[src/rtl/scalar_mult_ctrl_if.sv]
// Host and point-unit signal bundle for the scalar multiplication controller.
// slave = controller view, master = host / point-unit view.
interface scalar_mult_ctrl_if #(
    parameter int W  = 4,
    parameter int KW = 4
);
    logic          start;
    logic [KW-1:0] k;
    logic [W-1:0]  px;
    logic [W-1:0]  py;
    logic          busy;
    logic          done;
    logic [W-1:0]  qx;
    logic [W-1:0]  qy;
    logic          q_inf;
    logic          pu_req;
    logic          pu_op;
    logic [W-1:0]  pu_x1;
    logic [W-1:0]  pu_y1;
    logic [W-1:0]  pu_x2;
    logic [W-1:0]  pu_y2;
    logic          pu_ack;
    logic [W-1:0]  pu_rx;
    logic [W-1:0]  pu_ry;

    modport slave (
        input  start, k, px, py, pu_ack, pu_rx, pu_ry,
        output busy, done, qx, qy, q_inf,
               pu_req, pu_op, pu_x1, pu_y1, pu_x2, pu_y2
    );

    modport master (
        output start, k, px, py, pu_ack, pu_rx, pu_ry,
        input  busy, done, qx, qy, q_inf,
               pu_req, pu_op, pu_x1, pu_y1, pu_x2, pu_y2
    );
endinterface

[src/rtl/scalar_mult_ctrl.sv]
// LSB-first double-and-add controller for k*P over GF(2^W); point arithmetic
// is delegated to a shared point unit through a req/ack handshake.
//
// state | meaning
// IDLE  | waiting for start
// SCAN  | evaluate scalar bit idx
// ADD   | Q := Q + R (local shortcut or point-unit op)
// DBL   | R := 2R (local shortcut or point-unit op), then advance idx
// FIN   | publish result, pulse done
module scalar_mult_ctrl #(
    parameter int W  = 4,
    parameter int KW = 4
) (
    input  logic              clock,
    input  logic              reset,
    scalar_mult_ctrl_if.slave bus
);
    localparam int IW = (KW > 1) ? $clog2(KW) : 1;

    typedef enum logic [2:0] {IDLE, SCAN, ADD, DBL, FIN} state_t;

    state_t        state;
    logic [KW-1:0] k_r;
    logic [IW-1:0] idx;
    logic [W-1:0]  qx_r, qy_r, rx_r, ry_r;
    logic          qi_r, ri_r;

    logic [KW-1:0] k_sh;
    logic          bit_i;
    logic          hi_rem;

    always_comb begin
        k_sh   = k_r >> idx;
        bit_i  = k_sh[0];
        hi_rem = |(k_sh >> 1);
    end

    always_ff @(posedge clock) begin
        if (reset) begin
            state      <= IDLE;
            k_r        <= '0;
            idx        <= '0;
            qx_r       <= '0;
            qy_r       <= '0;
            rx_r       <= '0;
            ry_r       <= '0;
            qi_r       <= 1'b1;
            ri_r       <= 1'b1;
            bus.busy   <= 1'b0;
            bus.done   <= 1'b0;
            bus.qx     <= '0;
            bus.qy     <= '0;
            bus.q_inf  <= 1'b1;
            bus.pu_req <= 1'b0;
            bus.pu_op  <= 1'b0;
            bus.pu_x1  <= '0;
            bus.pu_y1  <= '0;
            bus.pu_x2  <= '0;
            bus.pu_y2  <= '0;
        end else begin
            bus.done <= 1'b0;
            case (state)
                IDLE: begin
                    if (bus.start) begin
                        k_r      <= bus.k;
                        rx_r     <= bus.px;
                        ry_r     <= bus.py;
                        ri_r     <= 1'b0;
                        qx_r     <= '0;
                        qy_r     <= '0;
                        qi_r     <= 1'b1;
                        idx      <= '0;
                        bus.busy <= 1'b1;
                        state    <= SCAN;
                    end
                end
                SCAN: begin
                    if (bit_i)       state <= ADD;
                    else if (hi_rem) state <= DBL;
                    else             state <= FIN;
                end
                ADD: begin
                    if (bus.pu_req) begin
                        if (bus.pu_ack) begin
                            qx_r       <= bus.pu_rx;
                            qy_r       <= bus.pu_ry;
                            qi_r       <= 1'b0;
                            bus.pu_req <= 1'b0;
                            state      <= hi_rem ? DBL : FIN;
                        end
                    end else if (qi_r) begin
                        qx_r  <= rx_r;
                        qy_r  <= ry_r;
                        qi_r  <= ri_r;
                        state <= hi_rem ? DBL : FIN;
                    end else if (ri_r) begin
                        state <= hi_rem ? DBL : FIN;
                    end else if (qx_r == rx_r && qy_r != ry_r) begin
                        // R is -Q in characteristic 2, so the sum is the point at infinity
                        qx_r  <= '0;
                        qy_r  <= '0;
                        qi_r  <= 1'b1;
                        state <= hi_rem ? DBL : FIN;
                    end else begin
                        // qx == rx here implies Q == R, which the unit must double instead
                        bus.pu_req <= 1'b1;
                        bus.pu_op  <= (qx_r != rx_r);
                        bus.pu_x1  <= qx_r;
                        bus.pu_y1  <= qy_r;
                        bus.pu_x2  <= rx_r;
                        bus.pu_y2  <= ry_r;
                    end
                end
                DBL: begin
                    if (bus.pu_req) begin
                        if (bus.pu_ack) begin
                            rx_r       <= bus.pu_rx;
                            ry_r       <= bus.pu_ry;
                            ri_r       <= 1'b0;
                            bus.pu_req <= 1'b0;
                            idx        <= idx + 1'b1;
                            state      <= SCAN;
                        end
                    end else if (ri_r || rx_r == '0) begin
                        rx_r  <= '0;
                        ry_r  <= '0;
                        ri_r  <= 1'b1;
                        idx   <= idx + 1'b1;
                        state <= SCAN;
                    end else begin
                        bus.pu_req <= 1'b1;
                        bus.pu_op  <= 1'b0;
                        bus.pu_x1  <= rx_r;
                        bus.pu_y1  <= ry_r;
                        bus.pu_x2  <= '0;
                        bus.pu_y2  <= '0;
                    end
                end
                FIN: begin
                    bus.done  <= 1'b1;
                    bus.busy  <= 1'b0;
                    bus.qx    <= qi_r ? '0 : qx_r;
                    bus.qy    <= qi_r ? '0 : qy_r;
                    bus.q_inf <= qi_r;
                    state     <= IDLE;
                end
                default: state <= IDLE;
            endcase
        end
    end
endmodule

[src/flat_wrapper.sv]
// flat-port wrapper written by rule: the top's interface ports become plain ports
module scalar_mult_ctrl_flat 
#(
    parameter int W  = 4,
    parameter int KW = 4
)
  (clock, reset, bus_start, bus_k, bus_px, bus_py, bus_pu_ack, bus_pu_rx, bus_pu_ry, bus_busy, bus_done, bus_qx, bus_qy, bus_q_inf, bus_pu_req, bus_pu_op, bus_pu_x1, bus_pu_y1, bus_pu_x2, bus_pu_y2);
  scalar_mult_ctrl_if #(.W(W), .KW(KW)) bus_i ();
  input  logic clock;
  input  logic reset;
  input wire logic [$bits(bus_i.start)-1:0] bus_start;
  input wire logic [$bits(bus_i.k)-1:0] bus_k;
  input wire logic [$bits(bus_i.px)-1:0] bus_px;
  input wire logic [$bits(bus_i.py)-1:0] bus_py;
  input wire logic [$bits(bus_i.pu_ack)-1:0] bus_pu_ack;
  input wire logic [$bits(bus_i.pu_rx)-1:0] bus_pu_rx;
  input wire logic [$bits(bus_i.pu_ry)-1:0] bus_pu_ry;
  output wire logic [$bits(bus_i.busy)-1:0] bus_busy;
  output wire logic [$bits(bus_i.done)-1:0] bus_done;
  output wire logic [$bits(bus_i.qx)-1:0] bus_qx;
  output wire logic [$bits(bus_i.qy)-1:0] bus_qy;
  output wire logic [$bits(bus_i.q_inf)-1:0] bus_q_inf;
  output wire logic [$bits(bus_i.pu_req)-1:0] bus_pu_req;
  output wire logic [$bits(bus_i.pu_op)-1:0] bus_pu_op;
  output wire logic [$bits(bus_i.pu_x1)-1:0] bus_pu_x1;
  output wire logic [$bits(bus_i.pu_y1)-1:0] bus_pu_y1;
  output wire logic [$bits(bus_i.pu_x2)-1:0] bus_pu_x2;
  output wire logic [$bits(bus_i.pu_y2)-1:0] bus_pu_y2;
  assign bus_i.start = bus_start;
  assign bus_i.k = bus_k;
  assign bus_i.px = bus_px;
  assign bus_i.py = bus_py;
  assign bus_i.pu_ack = bus_pu_ack;
  assign bus_i.pu_rx = bus_pu_rx;
  assign bus_i.pu_ry = bus_pu_ry;
  assign bus_busy = bus_i.busy;
  assign bus_done = bus_i.done;
  assign bus_qx = bus_i.qx;
  assign bus_qy = bus_i.qy;
  assign bus_q_inf = bus_i.q_inf;
  assign bus_pu_req = bus_i.pu_req;
  assign bus_pu_op = bus_i.pu_op;
  assign bus_pu_x1 = bus_i.pu_x1;
  assign bus_pu_y1 = bus_i.pu_y1;
  assign bus_pu_x2 = bus_i.pu_x2;
  assign bus_pu_y2 = bus_i.pu_y2;
  scalar_mult_ctrl #(.W(W), .KW(KW)) u_core (.clock(clock), .reset(reset), .bus(bus_i));
endmodule
[config.mk]
export PLATFORM = sky130hd
export DESIGN_NAME = scalar_mult_ctrl_flat
export DESIGN_NICKNAME = d
export VERILOG_FILES = /design/src/rtl/scalar_mult_ctrl_if.sv /design/src/rtl/scalar_mult_ctrl.sv /design/src/flat_wrapper.sv
export SDC_FILE = /design/constraint.sdc
export NUM_CORES = 1
export LEC_CHECK = 0
export CORE_MARGIN = 10
export CORE_UTILIZATION = 40
export CTS_BUF_LIST = sky130_fd_sc_hd__clkbuf_16
export DETAILED_ROUTE_END_ITERATION = 7
export GPL_TIMING_DRIVEN = 1
export SLEW_MARGIN = 10
export SYNTH_ARGS = -nofsm -noshare
export SYNTH_HDL_FRONTEND = slang
export SYNTH_SLANG_ARGS = --single-unit
[constraint.sdc]
create_clock -name clock -period 4.7 [get_ports clock]
set_input_delay 0.94 -clock clock [delete_from_list [all_inputs] [get_ports clock]]
set_output_delay 0.94 -clock clock [all_outputs]
set_load 0.005 [all_outputs]
==> results of run 1 <==
[placed cells by master, fill, tap and decap left out, types with 5 or more instances in the layout]
cell             synthesis  routed
a22o_1                   8       8
nor3_1                  15      15
a311oi_1                16      16
o2bb2ai_1                8       8
a22oi_1                  9       9
o21ai_0                 10      10
nor2_1                  21      21
nand3_1                 29      29
a21oi_1                 20      20
clkbuf_16                0       5
nor2b_1                  5       5
clkdlybuf4s50_1          0      52
nand2_1                 36      36
dfxtp_1                 56      56
[kinds of logic (layout without fill, tap and decap cells)]
kind of cell / after synthesis / after routing
AOI/OAI and AO/OA: 87 / 87
xor gates and xnor gates: 8 / 8
buffers and inverters: 23 / 65
DFF: 56 / 56
muxes: 2 / 2
and+or+nand+nor: 122 / 122
[worst reg2reg max path, cell delays in order (launching register included)]
cell	delay, ns
dfxtp_1	0.97
nor2_1	0.16
nand4_1	0.17
o21bai_1	0.47
nand2_1	0.45
a311oi_1	0.32
[through the flow]
| stage | power (mW) | setup WS, ns | utilization, % | hold WS [ns] |
|---|---|---|---|---|
| after floorplan | 0.648 | 2.79 | - | 0.451 |
| after global placement | 0.701 | 1.94 | 49.5 | 0.461 |
| after detailed placement | 0.702 | 1.97 | 49.5 | 0.459 |
| after CTS | 1.12 | 1.82 | 52.1 | 0.475 |
| after global routing | 1.16 | 1.73 | 52.1 | 0.495 |
| final | 1.12 | 1.84 | 52.1 | 0.468 |
[power by group through the flow]
stage               clock network (mW)  registers (mW)  logic, mW
finish                           0.424           0.531      0.162
global route                     0.449           0.535      0.178
CTS                              0.431           0.530      0.162
detailed placement                   0           0.541      0.161
global placement                     0           0.540      0.161
floorplan                            0           0.529      0.119
[how the worst min path moves through the flow]
stage	from	to	slack, ns	cells past startpoint
after floorplan	u_core.k_r[0]$_SDFFE_PP0P_	u_core.k_r[0]$_SDFFE_PP0P_	0.45	2
after global placement	u_core.bus.pu_x2[1]$_SDFFE_PP0P_	u_core.bus.pu_x2[1]$_SDFFE_PP0P_	0.46	2
after detailed placement	u_core.bus.pu_x2[1]$_SDFFE_PP0P_	u_core.bus.pu_x2[1]$_SDFFE_PP0P_	0.46	2
after CTS	u_core.bus.pu_x2[0]$_SDFFE_PP0P_	u_core.bus.pu_x2[0]$_SDFFE_PP0P_	0.47	2
after global routing	u_core.bus.qy[0]$_SDFFE_PP0P_	u_core.bus.qy[0]$_SDFFE_PP0P_	0.49	1
final	u_core.bus.pu_y2[3]$_SDFFE_PP0P_	u_core.bus.pu_y2[3]$_SDFFE_PP0P_	0.47	2
[area by class of cell]
type                    count  area share, %
clock buffers               5           3.78
clock inverters             3           1.29
inverters                   3          0.340
multi-input cells         219           41.6
flip-flops and latches     56           33.9
well taps                  77           2.91
repair buffers             54           16.2
[routing by layer]
metal	routed length (µm)	track usage, %	vias up
li1	-	-	1182
met1	3300	18.0	1115
met2	3140	20.0	72
met3	502	3.77	9
met4	119	5.33	0
met5	0	0	-
==> reports/results.ini, run 1 <==
[yosys]
ys_seq_area_share_pct = 42.9
synth_xor_area_share_pct = 2.68
yosysUniqueCellTypes = 42
synth_area_leaders = dfxtp_1, nand3_1, a311oi_1
synth_simple_gate_area_share_pct = 23.7
synth_edf_count = 0
syn_area_um2 = 2610
synth_fa_ha_area_share_pct = 0
synth_mux_area_share_pct = 1.24
async_reset_ff_share_pct = 0
synth_ff_type = dfxtp_1
synthCells = 298
synth_top_area_cell = dfxtp_1
synth-compound-area-share_pct = 25.0
synth_common_cells = dfxtp_1, nand2_1, nand3_1
synth_top_family_by_area = compound AO/OA/AOI/OAI gates
yosysTopAreaCellShare_pct = 42.9
ys.warnings.count = 0
synth.most_common_cell = dfxtp_1
ys_ff_latch = 56
synth_area_per_cell_um2 = 8.77
synth_fp_nets = 322

[power_and_ir_drop]
p_switching_uw = 296
combPwrFrac_pct = 14.5
cellInternalPower_uw = 821
swShare_pct = 26.5
powerDensity_nw_per_um2 = 338
power.share.sequential_pct = 47.5
ir_drop_uv = 149
power_frac_clock_pct = 38.0
power_leakage_nw = 1.10

[floorplan]
fp.dieW_um = 101
die_h_um = 101
fp.dieArea_um2 = 10200
rows = 29
core_area_um2 = 6350
start_util_pct = 41.2
io_pins = 53

[layout]
final_cell_count_no_fill = 417
multiInputGateArea_um2 = 1380
area_growth_pct = 26.6
drive_gt1_share_pct = 5.88
fillers = 590
stdcell_area_um2 = 3310
regArea_um2 = 1120
num_antenna_cells = 0
nets = 363

[grt]
grt-ovfl-total = 0
grt_pass1_wl_um = 11500
antenna_found_initial = 0
gr-usage-all-layers_pct = 13.5
grt_max_degree = 37
first_global_vias = 2253

[route]
num_vias = 2378
postRouteAntennaNets = 0
wl_per_cell_um = 16.9
dr.pass1.iters = 4
drcViolationCount = 0
first_iter_violations = 205
viasPerCell = 5.70
wirelength_um = 7060

[timing]
max_freq_mhz = 349
relSlewSlack_pct = 32.3
rsz0062_at_grt = no
setup_tns_ns = 0
period_minus_slack_ns = 2.86
finClkSkew_ns = 0.00730
setup-violations-final = 0
post-route-period-util_pct = 60.9
drv_slew = 0
tightest_slew_ns = 1.01
hold_viol_final = 0

[setup_path]
critPathBufInv = 1
rrSetupSlack_ns = 2.07
cp-end-kind = output pin
reg2reg_depth = 5
required_ns = 3.76
rr_startpoint = u_core.bus.pu_req$_SDFFE_PP0N_
critical_path_arrival_ns = 1.92
rr_endpoint = u_core.bus.pu_x1[3]$_SDFFE_PP0P_
critical-path-max-stage-delay_ns = 0.97
endpoint = bus_pu_req
crit_type = reg -> out
start_kind = flip-flop
crit_family = flip-flops
crit_chain = clkdlybuf4s50_1
critPathMaxFanout = 29
slowest_stage = dfxtp_1
startpoint = u_core.bus.pu_req$_SDFFE_PP0N_
path_depth = 1

[placed_design]
place_area_um2 = 3140
gp_congestion = 0.894
dp_cells = 409
dpl.hpwl_um = 4980
io_buffer_count = 52

[clocking]
post-cts-setup-buffers = 0
clkTransAtPathRegs_ns = 0.07
cts_buffer_depth = 2
h-tree-depth = 2
cts_tree = built
clock_sinks = 56
cts.repair.resized = 0
cts-buffers-inserted = 5
cts-root-buf = clkbuf_16
ctsHoldBuffers = 0
clk_latency_ns = 0.29

[min_path]
hold_path.class = reg -> reg

[run_status]
outcome = finished, final reports clean

[flow_run]
cap_violations = 0

(Power assumes the default switching activity.)
==> inputs of run 2 (changes only) <==
- clock period: 4.7 -> 2.9 ns (I/O delays scaled with it)
==> reports/results.ini, run 2 (synthesized netlist as in run 1, its figures left out) <==
[layout]
multiInputGateArea_um2 = 1380  ; unchanged
regArea_um2 = 1120  ; unchanged
drive_gt1_share_pct = 7.27  ; +1.4 points
num_antenna_cells = 0  ; unchanged
fillers = 607  ; +2.9%
final_common_cell = dfxtp_1
most-common-layout-cells = dfxtp_1, clkdlybuf4s50_1, nand2_1
nets = 367  ; +1.1%
area_growth_pct = 27.9
final_cell_count_no_fill = 421  ; +0.96%

[clocking]
h-tree-depth = 2  ; unchanged
clkTransAtPathRegs_ns = 0.07  ; about the same
cts-root-buf = clkbuf_16
post-cts-setup-buffers = 0  ; unchanged
cts_buffer_depth = 2  ; unchanged
cts_tree = built
clock_sinks = 56  ; unchanged
cts-buffers-inserted = 5  ; unchanged
clk_latency_ns = 0.29  ; about the same
ctsHoldBuffers = 0  ; unchanged
cts.repair.resized = 0  ; unchanged

[setup_path]
critical-path-max-stage-delay_ns = 0.56  ; -0.41 ns
critPathMaxFanout = 24  ; -17%
start_kind = flip-flop
cp-end-kind = output pin
required_ns = 2.32  ; -1.44 ns
startpoint = u_core.bus.pu_req$_SDFFE_PP0N_
crit_chain = buf_4 > clkdlybuf4s50_1
critPathBufInv = 2  ; +1
critical_path_arrival_ns = 1.63  ; -0.29 ns
crit_type = reg -> out
crit_family = buffers and inverters
slowest_stage = clkdlybuf4s50_1
rr_startpoint = u_core.rx_r[1]$_SDFFE_PP0P_

[grt]
gr-usage-all-layers_pct = 14.1  ; +0.61 points
grt_pass1_wl_um = 11900  ; +3.9%
grt_max_degree = 30  ; -19%
first_global_vias = 2317  ; +2.8%
grt-ovfl-total = 0  ; unchanged
antenna_found_initial = 0  ; unchanged

[run_status]
outcome = finished, final reports clean

[timing]
relSlewSlack_pct = 41.2  ; +8.9 points
period_minus_slack_ns = 2.21
rsz0062_at_grt = no
finClkSkew_ns = 0.00484  ; -0.00246 ns
hold_viol_final = 0  ; unchanged
drv_slew = 0  ; unchanged
max_freq_mhz = 452
post-route-period-util_pct = 76.2
tightest_slew_ns = 0.875  ; -0.139 ns
setup-violations-final = 0  ; unchanged
setup_tns_ns = 0  ; unchanged

[min_path]
hold_path.startpoint = u_core.bus.pu_y2[3]$_SDFFE_PP0P_
hold_path.class = reg -> reg

[route]
first_iter_violations = 272  ; +33%
dr.pass1.iters = 5  ; +1
wirelength_um = 7280  ; +3.1%
wl_per_cell_um = 17.3  ; +2.1%
postRouteAntennaNets = 0  ; unchanged
viasPerCell = 5.81  ; +1.9%
num_vias = 2447  ; +2.9%
drcViolationCount = 0  ; unchanged

[power_and_ir_drop]
ir_drop_uv = 312  ; +110%
power_leakage_nw = 1.12  ; +1.3%
powerDensity_nw_per_um2 = 548  ; +62%

[placed_design]
io_buffer_count = 52  ; unchanged
dpl.hpwl_um = 5170  ; +3.8%
gp_congestion = 0.849  ; -5.0%
dp_cells = 413  ; +0.98%

[floorplan]
rows = 29  ; unchanged
core_area_um2 = 6350  ; unchanged
die_h_um = 101  ; unchanged
fp.dieArea_um2 = 10200  ; unchanged
fp.dieW_um = 101  ; unchanged
io_pins = 53  ; unchanged
start_util_pct = 41.2  ; unchanged

[flow_run]
cap_violations = 0  ; unchanged

[run 2: path summary, 6_finish.rpt]
check,end,slack [ns],cells past startpoint
hold reg to reg,u_core.bus.pu_y2[3]$_SDFFE_PP0P_,0.47,2
setup reg to reg,u_core.bus.pu_y1[3]$_SDFFE_PP0P_,0.69,5
setup / recovery,bus_pu_req,0.69,2
hold / removal,u_core.bus.pu_y2[3]$_SDFFE_PP0P_,0.47,2
[run 2: metal layers]
metal	vias to the layer above	wire length [µm]	global-route usage (%)
li1	1197	-	-
met1	1163	3330	18.7
met2	83	3250	21.2
met3	4	622	4.80
met4	0	80	3.91
met5	-	0	0
[run 2: final cells by class]
class	count	area share [%]
clock buffer	5	3.74
clock inverter	3	1.39
inverter	3	0.337
multi-input combinational	219	41.2
sequential	56	33.5
tap	77	2.88
timing repair buffer	58	16.9
[run 2: worst min-delay path, delay by kind of cell, from the launching register on]
family             cells  cell delay [ns]
and+or+nand+nor        1             0.06
AOI/OAI and AO/OA      1             0.05
DFF                    1             0.31
[run 2: where the power goes]
group	leakage (nW)	internal (mW)	switching [mW]	total, mW
clock network	0.0804	0.411	0.288	0.699
registers	0.455	0.801	0.0611	0.862
logic	0.583	0.122	0.147	0.269
total	1.12	1.33	0.496	1.83
[run 2: metrics by stage]
stage / worst slack, ns / total power [mW] / hold WS, ns / instance area, µm² / util (%)
floorplan: 1.27 / 1.05 / 0.451 / 2610 / -
finish: 0.690 / 1.83 / 0.469 / 3340 / 52.6
global placement: 0.668 / 1.14 / 0.456 / 3170 / 49.9
global route: 0.477 / 1.91 / 0.502 / 3340 / 52.6
detailed placement: 0.625 / 1.14 / 0.460 / 3170 / 49.9
CTS: 0.697 / 1.84 / 0.476 / 3340 / 52.6
==> inputs of run 3 (changes only) <==
- clock period: 2.9 -> 2.1 ns (I/O delays scaled with it)
==> reports/results.ini, run 3 (synthesized netlist as in run 1, its figures left out) <==
[run_status]
outcome = finished, final reports clean

[grt]
grt-ovfl-total = 0  ; unchanged
antenna_found_initial = 0  ; unchanged
gr-usage-all-layers_pct = 14.4  ; +0.32 points
grt_pass1_wl_um = 12200  ; +2.9%
grt_max_degree = 29  ; -3.3%
first_global_vias = 2353  ; +1.6%

[layout]
fillers = 576  ; -5.1%
final_common_cell = dfxtp_1
drive_gt1_share_pct = 10.9  ; +3.7 points
most-common-layout-cells = dfxtp_1, clkdlybuf4s50_1, nand2_1
area_growth_pct = 31.3
num_antenna_cells = 0  ; unchanged
nets = 380  ; +3.5%

[clocking]
cts_buffer_depth = 2  ; unchanged
h-tree-depth = 2  ; unchanged
cts_tree = built
ctsHoldBuffers = 0  ; unchanged
clkTransAtPathRegs_ns = 0.07  ; about the same
cts-root-buf = clkbuf_16
clock_sinks = 56  ; unchanged
post-cts-setup-buffers = 0  ; unchanged
clk_latency_ns = 0.29  ; about the same
cts.repair.resized = 0  ; unchanged
cts-buffers-inserted = 5  ; unchanged

[timing]
drv_slew = 0  ; unchanged
setup-violations-final = 0  ; unchanged
hold_viol_final = 0  ; unchanged
setup_tns_ns = 0  ; unchanged
layout_setup_ws_ns = 0.242  ; -0.448 ns
max_freq_mhz = 538
rsz0062_at_grt = no
finClkSkew_ns = 0.00816  ; +0.00332 ns
relSlewSlack_pct = 41.7  ; +0.50 points
post-route-period-util_pct = 88.5
period_minus_slack_ns = 1.86
tightest_slew_ns = 0.867  ; -0.00739 ns

[flow_run]
cap_violations = 0  ; unchanged

[placed_design]
io_buffer_count = 52  ; unchanged
dpl.hpwl_um = 5390  ; +4.2%
place_ws_ns = 0.0516  ; -0.574 ns
gp_congestion = 0.829  ; -2.3%

[power_and_ir_drop]
power_leakage_nw = 1.18  ; +5.5%
powerDensity_nw_per_um2 = 707  ; +29%
ir_drop_uv = 421  ; +35%

[setup_path]
required_ns = 2.33  ; about the same
cp-end-kind = flip-flop
start_kind = flip-flop
crit_type = reg -> reg
critical_path_arrival_ns = 2.08  ; +0.45 ns
critPathMaxFanout = 13  ; -46%

[floorplan]
start_util_pct = 41.2  ; unchanged
core_area_um2 = 6350  ; unchanged
fp.dieW_um = 101  ; unchanged
fp.dieArea_um2 = 10200  ; unchanged
rows = 29  ; unchanged
die_h_um = 101  ; unchanged
io_pins = 53  ; unchanged

[route]
wirelength_um = 7270  ; -0.11%
first_iter_violations = 176  ; -35%
dr.pass1.iters = 4  ; -1
postRouteAntennaNets = 0  ; unchanged
drcViolationCount = 0  ; unchanged
wl_per_cell_um = 16.8  ; -3.1%
viasPerCell = 5.65  ; -2.8%
num_vias = 2453  ; +0.25%

[min_path]
hold_path.class = reg -> reg

==> run 3: metal layers <==
| metal | vias up | GRT usage, % | wire (µm) |
|---|---|---|---|
| met1 | 1154 | 20.1 | 3360 |
| met4 | 0 | 4.13 | 47 |
| li1 | 1221 | - | - |
| met2 | 76 | 20.8 | 3230 |
| met5 | - | 0 | 0 |
| met3 | 2 | 4.39 | 636 |
==> run 3: critical path: stages (launching register included) <==
cell and delay, ns:
dfxtp_1 0.44, nor2_1 0.31, nand2_1 0.14, nor3_1 0.68, a22o_1 0.22
==> run 3: cell type report <==
cell class              instances  area [µm²]  area share (%)
well taps                      77        96.3            2.81
clock inverters                 3        21.3           0.620
multi-input cells             219        1380            40.2
clock buffers                   5         125            3.65
repair buffers                 71         676            19.7
inverters                       3        11.3           0.328
flip-flops and latches         56        1120            32.7
==> run 3: power by group <==
group          leakage, nW  switching [mW]  total, mW  internal, mW
registers            0.455          0.0779       1.18          1.11
logic                0.655           0.215      0.418         0.203
clock network       0.0702           0.379      0.824         0.445
total                 1.18           0.672       2.43          1.75
==> run 3: worst paths after layout <==
kind | start | endpoint | slack (ns) | cells past startpoint
min reg2reg | u_core.bus.pu_y2[0]$_SDFFE_PP0P_ | u_core.bus.pu_y2[0]$_SDFFE_PP0P_ | 0.47 | 2
max reg2reg | u_core.state[1]$_SDFFE_PP0P_ | u_core.bus.qx[2]$_SDFFE_PP0P_ | 0.24 | 4
max | u_core.state[1]$_SDFFE_PP0P_ | u_core.bus.qx[2]$_SDFFE_PP0P_ | 0.24 | 4
min | u_core.bus.pu_y2[0]$_SDFFE_PP0P_ | u_core.bus.pu_y2[0]$_SDFFE_PP0P_ | 0.47 | 2
==> run 3: through the flow <==
stage	power (mW)	cells	area [µm²]	util [%]	hold WS [ns]
global placement	1.62	426	3280	51.7	0.455
finish	2.43	434	3430	54.0	0.472
global route	2.55	434	3430	54.0	0.495
floorplan	1.45	298	2610	-	0.451
CTS	2.45	434	3430	54.0	0.477
detailed placement	1.62	426	3280	51.7	0.459
